**src/rtl/xor_parity_sched_pkg.sv**
```systemverilog
// xor_parity_sched shared types.
// FSM states and requester IDs.
package xor_parity_pkg;

  typedef enum logic [1:0] {
    IDLE,
    BUSY,
    DONE
  } state_t;

  localparam logic ID_REQ0 = 1'b0;
  localparam logic ID_REQ1 = 1'b1;

endpackage

```
**src/rtl/xor_parity_sched_if.sv**
```systemverilog
// Requester/result handshake bundle.
// master = requesters + consumer, slave = engine.
interface xor_parity_sched_if #(
  parameter int WIDTH = 8
);
  logic             req0_valid;
  logic [WIDTH-1:0] req0_data;
  logic             req0_ready;
  logic             req1_valid;
  logic [WIDTH-1:0] req1_data;
  logic             req1_ready;
  logic             res_valid;
  logic             res_parity;
  logic             res_id;
  logic             res_ready;

  modport master (
    output req0_valid, req0_data,
    output req1_valid, req1_data,
    output res_ready,
    input  req0_ready, req1_ready,
    input  res_valid, res_parity, res_id
  );

  modport slave (
    input  req0_valid, req0_data,
    input  req1_valid, req1_data,
    input  res_ready,
    output req0_ready, req1_ready,
    output res_valid, res_parity, res_id
  );
endinterface

```
**src/rtl/xor_parity_sched_exor_gate.sv**
```systemverilog
// Single two-input XOR cell.
// Shared accumulator stage of the parity engine.
module exor_gate (
  input  logic a,
  input  logic b,
  output logic y
);
  assign y = a ^ b;
endmodule

```
**src/rtl/xor_parity_sched.sv**
```systemverilog
// Bit-serial parity engine, two requesters.
// Round-robin grant, one XOR cell, LSB-first.
module xor_parity_sched #(
  parameter int WIDTH = 8
) (
  input logic              clk,
  input logic              rst,
  xor_parity_sched_if.slave bus
);
  import xor_parity_pkg::*;

  localparam int CW = $clog2(WIDTH + 1);
  localparam logic [CW-1:0] LAST_CNT =
    CW'(WIDTH - 1);

  state_t           state;
  logic [WIDTH-1:0] sh;
  logic [WIDTH-1:0] gdata;
  logic [CW-1:0]    cnt;
  logic             acc;
  logic             acc_nxt;
  logic             id;
  logic             last;
  logic             gnt;
  logic             idle;
  logic             take;
  logic             rv_q;
  logic             rp_q;
  logic             ri_q;

  assign idle = (state == IDLE);

  // Grant: lone valid wins; on a tie, not-last wins.
  always_comb begin
    gnt = ID_REQ0;
    if (bus.req0_valid && bus.req1_valid)
      gnt = ~last;
    else if (bus.req1_valid)
      gnt = ID_REQ1;
  end

  assign bus.req0_ready =
    idle && bus.req0_valid && (gnt == ID_REQ0);
  assign bus.req1_ready =
    idle && bus.req1_valid && (gnt == ID_REQ1);

  assign take  = bus.req0_ready || bus.req1_ready;
  assign gdata = (gnt == ID_REQ1) ?
    bus.req1_data : bus.req0_data;

  exor_gate u_xor (
    .a (acc),
    .b (sh[0]),
    .y (acc_nxt)
  );

  assign bus.res_valid  = rv_q;
  assign bus.res_parity = rp_q;
  assign bus.res_id     = ri_q;

  // FSM, datapath and registered result.
  always_ff @(posedge clk) begin
    if (rst) begin
      state <= IDLE;
      sh    <= '0;
      acc   <= 1'b0;
      cnt   <= '0;
      id    <= ID_REQ0;
      last  <= ID_REQ1;
      rv_q  <= 1'b0;
      rp_q  <= 1'b0;
      ri_q  <= 1'b0;
    end else begin
      unique case (state)
        IDLE: begin
          if (take) begin
            sh    <= gdata;
            acc   <= 1'b0;
            cnt   <= '0;
            id    <= gnt;
            last  <= gnt;
            state <= BUSY;
          end
        end
        BUSY: begin
          acc <= acc_nxt;
          sh  <= sh >> 1;
          cnt <= cnt + 1'b1;
          if (cnt == LAST_CNT) begin
            state <= DONE;
            rv_q  <= 1'b1;
            rp_q  <= acc_nxt;
            ri_q  <= id;
          end
        end
        DONE: begin
          if (bus.res_ready) begin
            state <= IDLE;
            rv_q  <= 1'b0;
          end
        end
        default: state <= IDLE;
      endcase
    end
  end

endmodule

```
**src/flat_wrapper.sv**
```systemverilog
// flat-port wrapper written by rule: the top's interface ports become plain ports
module xor_parity_sched_flat import xor_parity_pkg::*;
#(
  parameter int WIDTH = 8
)
  (clk, rst, bus_req0_valid, bus_req0_data, bus_req1_valid, bus_req1_data, bus_res_ready, bus_req0_ready, bus_req1_ready, bus_res_valid, bus_res_parity, bus_res_id);
  xor_parity_sched_if #(.WIDTH(WIDTH)) bus_i ();
  input logic clk;
  input logic rst;
  input wire logic [$bits(bus_i.req0_valid)-1:0] bus_req0_valid;
  input wire logic [$bits(bus_i.req0_data)-1:0] bus_req0_data;
  input wire logic [$bits(bus_i.req1_valid)-1:0] bus_req1_valid;
  input wire logic [$bits(bus_i.req1_data)-1:0] bus_req1_data;
  input wire logic [$bits(bus_i.res_ready)-1:0] bus_res_ready;
  output wire logic [$bits(bus_i.req0_ready)-1:0] bus_req0_ready;
  output wire logic [$bits(bus_i.req1_ready)-1:0] bus_req1_ready;
  output wire logic [$bits(bus_i.res_valid)-1:0] bus_res_valid;
  output wire logic [$bits(bus_i.res_parity)-1:0] bus_res_parity;
  output wire logic [$bits(bus_i.res_id)-1:0] bus_res_id;
  assign bus_i.req0_valid = bus_req0_valid;
  assign bus_i.req0_data = bus_req0_data;
  assign bus_i.req1_valid = bus_req1_valid;
  assign bus_i.req1_data = bus_req1_data;
  assign bus_i.res_ready = bus_res_ready;
  assign bus_req0_ready = bus_i.req0_ready;
  assign bus_req1_ready = bus_i.req1_ready;
  assign bus_res_valid = bus_i.res_valid;
  assign bus_res_parity = bus_i.res_parity;
  assign bus_res_id = bus_i.res_id;
  xor_parity_sched #(.WIDTH(WIDTH)) u_core (.clk(clk), .rst(rst), .bus(bus_i));
endmodule
```
**config.mk**
```make
export PLATFORM = sky130hd
export DESIGN_NAME = xor_parity_sched_flat
export DESIGN_NICKNAME = d
export VERILOG_FILES = /design/src/rtl/xor_parity_sched_pkg.sv /design/src/rtl/xor_parity_sched_if.sv /design/src/rtl/xor_parity_sched_exor_gate.sv /design/src/rtl/xor_parity_sched.sv /design/src/flat_wrapper.sv
export SDC_FILE = /design/constraint.sdc
export NUM_CORES = 1
export LEC_CHECK = 0
export ABC_AREA = 1
export CORE_UTILIZATION = 51
export CTS_BUF_LIST = sky130_fd_sc_hd__clkbuf_16
export DETAILED_ROUTE_END_ITERATION = 7
export PLACE_DENSITY = 0.86
export SYNTH_ARGS = -nofsm -noshare
export SYNTH_HDL_FRONTEND = slang
export SYNTH_HIERARCHICAL = 1
export SYNTH_SLANG_ARGS = --single-unit
```
**constraint.sdc**
```tcl
create_clock -name clk -period 2.5 [get_ports clk]
set_clock_uncertainty 0.1 [all_clocks]
set_input_delay 0.5 -clock clk [delete_from_list [all_inputs] [get_ports clk]]
set_output_delay 0.5 -clock clk [all_outputs]
set_load 0.05 [all_outputs]
```
# --- After elaboration in Yosys (flattened, before gate mapping) ---
# Index checks and enable logic that the tools add are counted.
word_totals:
  reg_bits: 20
  inputBits: 21
  output_inout_bits: 5
  elab_cells: 49
op_classes:
  n_addsub: 1
  eq_ne: 6
  muxes: 16
  bitwise: 3
  n_reduce_logical: 14
ops:
  columns: ["op", "n"]
  rows:
  - ["2-to-1 mux 8 bit", 2]
  - ["case mux 8 bit (2 select lines)", 1]
  - ["case mux 4 bit (2 select lines)", 1]
  - ["2-to-1 mux 2 bit", 3]
  - ["case mux 2 bit (3 select lines)", 1]
  - ["AND reduction 2 bit", 3]
  - ["AND reduction 3 bit", 2]
  - ["logical AND 1 bit", 5]
  - ["2-to-1 mux 1 bit", 5]
  - ["adder 4 x 1 -> 4 bit, second input constant", 1]
  - ["equality test 4 x 3 -> 1 bit, second input constant", 1]
  - ["2-to-1 mux 4 bit", 1]
  - ["inequality test 2 bit, second input constant", 2]
  - ["case mux 1 bit (2 select lines)", 2]
  - ["nonzero test 2 bit", 2]
  - ["equality test 2 x 1 -> 1 bit, second input constant", 1]
  - ["equality test 2 bit, second input constant", 1]
  - ["zero test 2 bit", 1]
  - ["inequality test 2 x 1 -> 1 bit, second input constant", 1]
  - ["NOT 1 bit", 2]
  - ["logical OR 1 bit", 1]
  - ["bitwise XOR 1 bit", 1]

# --- Depth between registers and ports, before layout ---
logic_depth:
  ltp_word: 7
  depth_mapped: 8
  mapped_depth_nobuf: 7

# --- By module ---
# The synthesis kept the hierarchy.
modules_own_cells:
  columns: ["module", "instances", "cells_per_inst", "area_per_inst_um2", "seq_area_each_um2"]
  rows:
  - ["xor_parity_sched", 1, 186, 1148.6, 400.4]
  - ["exor_gate", 1, 5, 18.8, 0.0]

# --- Least setup slack after synthesis ---
# OpenSTA, ideal clock, no wires.
synth_timing:
  path_kind: "input -> output"
  from: "input port bus_req1_valid"
  to: "output port bus_req0_ready"
  t_arrival_ns: 1.536
  required_ns: 1.900
  slack_ns: 0.364
  cell_stages: 5
  path_buffers: 2
  path_cell_list: "buf_2 -> nand2_2 -> buf_6 -> inv_2 -> nor2_1"
synth_via:
  elab_chain_cells: 4
  word_cells_on_any_way: 5
  cone_classes: "mux: 2; bitwise: 1; reduce/logical: 2"
synth_rtl:
  columns: ["item", "line_no", "rtl"]
  rows:
  - ["start, declared", "flat_wrapper.sv:12", "input wire logic [$bits(bus_i.req1_valid)-1:0] bus_req1_valid;"]
  - ["2-to-1 mux 1 bit or logical AND 1 bit (tied branches)", "xor_parity_sched.sv:38, xor_parity_sched.sv:36", null]
  - ["2-to-1 mux 1 bit (*)", "xor_parity_sched.sv:36", "if (bus.req0_valid && bus.req1_valid)"]
  - ["NOT 1 bit (*)", "xor_parity_sched.sv:43", "idle && bus.req0_valid && (gnt == ID_REQ0);"]
  - ["logical AND 1 bit (*)", "xor_parity_sched.sv:43", null]
  - ["end, declared", "flat_wrapper.sv:15", "output wire logic [$bits(bus_i.req0_ready)-1:0] bus_req0_ready;"]
# Every way passes the cells marked *; elsewhere a longest branch is shown, timed or not.

# --- Worst setup path in the final report ---
layout_timing:
  from: "input port bus_req0_valid"
  to: "output port bus_req0_ready"
layout_via:
  elab_chain_cells: 4
  word_cells_on_any_way: 5
  cone_classes: "mux: 1; bitwise: 1; reduce/logical: 3"
layout_rtl:
  columns: ["item", "line_no", "rtl"]
  rows:
  - ["start, declared", "flat_wrapper.sv:10", "input wire logic [$bits(bus_i.req0_valid)-1:0] bus_req0_valid;"]
  - ["logical AND 1 bit", "xor_parity_sched.sv:36", null]
  - ["2-to-1 mux 1 bit", "xor_parity_sched.sv:36", null]
  - ["NOT 1 bit", "xor_parity_sched.sv:43", null]
  - ["logical AND 1 bit (*)", "xor_parity_sched.sv:43", null]
# Marked as above.

==> impl_metrics.env <==
export IMPL_clock_latency_ns=0.24
export IMPL_arrival_ns=1.62
export IMPL_critPathRequiredTime_ns=1.90
export IMPL_yosys_warnings=6
export IMPL_grt_overflow=0
export IMPL_syn_inst=191
export IMPL_timing_critical_path_to_type="primary output"
export IMPL_htreeDepth=1
export IMPL_die_area_um2=2480
export IMPL_dp_hpwl_mm=1.95
export IMPL_grt_use_met2=0.473
export IMPL_worstReg2RegStart="u_core/last"
export IMPL_num_antenna_cells=0
export IMPL_fin_cells=240
export IMPL_syn_area_per_cell_um2=6.11
export IMPL_nFillCells=169
export IMPL_die_w_um=49.8
export IMPL_boundaryPins=26
export IMPL_syn_area_um2=1170
export IMPL_synthesis_nets=213
export IMPL_clk_pin_slew_ns=0.05
export IMPL_slew_violations=0
export IMPL_totalWireLength_mm=2.65
export IMPL_cts_made_buffers=3
export IMPL_first_global_vias=1114
export IMPL_nets=237
export IMPL_timing_max_cap_violations=0
export IMPL_p_leak_nw=0.765
export IMPL_hold_buffers=0
export IMPL_r2r_cells=8
export IMPL_fin_ws_ns=0.282
export IMPL_hold_depth=2
export IMPL_startpoint_type="primary input"
export IMPL_die_h_um=49.8
export IMPL_grt_max_degree=22
export IMPL_critPathKind="in -> out"
export IMPL_worstPathMaxFanout=8
export IMPL_ys_types=20
export IMPL_ys_seq_area_frac=0.343
export IMPL_vias_per_cell=4.84
export IMPL_dp_cells=237
export IMPL_grt_pass1_wl_mm=4.60
export IMPL_busiest_layer="met2"
export IMPL_hold_path_class="reg -> reg"
export IMPL_antenna_left=0
export IMPL_gr_usage_met1=0.259
export IMPL_wire_per_inst_um=11.0
export IMPL_post_cts_resized=0
export IMPL_gp_congestion=0.827
export IMPL_first_pass_iters=4
export IMPL_via_count=1162
export IMPL_worst_pin_slew_ns=0.486
export IMPL_period_needed_ns=2.22
export IMPL_fin_crit_sh=0.887
export IMPL_fin_tns_setup_ns=0
export IMPL_post_route_drc_count=0
export IMPL_pre_cts_ws_ns=0.260
export IMPL_max_freq_mhz=451
export IMPL_post_cts_setup_buffers=0
export IMPL_io_buffers=25
export IMPL_cts_max_path_buffers=2
export IMPL_status="complete, no violations"
export IMPL_ys_seq_elements=20
export IMPL_holdPathEnd="u_core/cnt[1]"
export IMPL_cts_root_buffer="clkbuf_16"
export IMPL_regToRegSetupSlack_ns=0.96
export IMPL_syn2layout_area_growth_pct=28.1
export IMPL_rsz0062_at_grt="no"
export IMPL_finalHoldViolCount=0
export IMPL_antenna_found_initial=0
export IMPL_met3_usage=0.0617
export IMPL_tritoncts="done"
export IMPL_drive_above_1_share=0.0939
export IMPL_final_cell_mix="nand2_1 (56), inv_1 (37), nor2_1 (27)"
export IMPL_min_delay_start="u_core/cnt[1]"
export IMPL_drt_iter0_markers=27
export IMPL_peakVddDrop_mv=0.573
export IMPL_core_um2=2060
export IMPL_start_util=0.566
export IMPL_r2r_end="u_core/sh[4]"
export IMPL_setup_viol=0
export IMPL_clock_sinks=20
export IMPL_rows=16
export IMPL_slew_headroom=0.675
export IMPL_grt_total_usage=0.242
export IMPL_powerDensity_nw_per_um2=578
export IMPL_final_common_cell="nand2_1"
[through the flow]
step,total power [mW],hold slack (ns),instance area [µm²],utilization
global placement,0.544,0.354,1420,0.689
finish,0.864,0.395,1500,0.725
CTS,0.870,0.392,1500,0.725
floorplan,0.496,0.342,1170,-
global route,0.910,0.414,1500,0.725
detailed placement,0.553,0.383,1420,0.689
[kinds of logic after synthesis]
kind of cell    Yosys count  synth area share
fa+ha+maj                 1            0.0107
compound gates           15            0.0761
buf+inv                  48             0.185
simple gates            107             0.385
flops                    20             0.343
[flip-flops by register name, indices dropped and copies added, names as in the netlist]
| name | count |
|---|---|
| u_core/acc | 1 |
| u_core/bus.res_id | 1 |
| u_core/bus.res_parity | 1 |
| u_core/bus.res_valid | 1 |
| u_core/cnt | 4 |
| u_core/id | 1 |
| u_core/last | 1 |
| u_core/sh | 8 |
| u_core/state | 2 |
[metal layers]
metal,vias up,part of all wire
met5,-,0
met4,0,0
met3,0,0.033
met2,18,0.56
met1,533,0.41
li1,611,-
[synthesized netlist by cell type]
master / number / area (µm²)
inv_2: 3 / 11.3
nand2_2: 4 / 25.0
nor2_2: 1 / 6.26
clkbuf_1: 1 / 3.75
buf_2: 2 / 10.0
buf_6: 4 / 45.0
buf_4: 1 / 7.51
o21ai_1: 3 / 15.0
o21ai_0: 2 / 10.0
a21oi_1: 6 / 30.0
nor2_4: 1 / 11.3
nand3_2: 1 / 10.0
ha_1: 1 / 12.5
inv_1: 37 / 139
dfxtp_1: 20 / 400
nand3_1: 17 / 85.1
o31ai_1: 1 / 7.51
a21oi_2: 3 / 26.3
nor2_1: 27 / 101
nand2_1: 56 / 210
[area by class of cell]
type	instances	area (µm²)	area share
inverter	40	150	0.100
tap	27	33.8	0.0226
multi-input combinational	123	551	0.368
sequential	20	400	0.268
timing repair buffer	27	285	0.191
clock buffer	3	75.1	0.0502
[power by group]
group	total (mW)	internal (mW)	switching, mW	leakage (nW)
sequential	0.357	0.343	0.0146	0.164
clock	0.314	0.210	0.104	0.0370
combinational	0.192	0.0833	0.109	0.564
total	0.864	0.636	0.227	0.765
[critical path: stages]
cell	delay (ns)
clkdlybuf4s50_1	0.51
nand2_2	0.14
nand2_2	0.10
inv_2	0.04
nor2_1	0.16
buf_12	0.16
[worst max path at each step]
| stage | from | to | slack (ns) | cells after the start |
|---|---|---|---|---|
| 2_1_floorplan | bus_req1_valid | bus_req0_ready | 0.36 | 5 |
| 3_3_place_gp | bus_req0_valid | bus_req0_ready | 0.31 | 6 |
| 3_5_place_dp | bus_req0_valid | u_core/sh[5] | 0.26 | 9 |
| 4_1_cts | bus_req0_valid | bus_req0_ready | 0.27 | 6 |
| 5_1_grt | bus_req0_valid | bus_req0_ready | 0.19 | 6 |
| 6_report | bus_req0_valid | bus_req0_ready | 0.28 | 6 |
No activity file was read; power rests on OpenSTA's default activity.
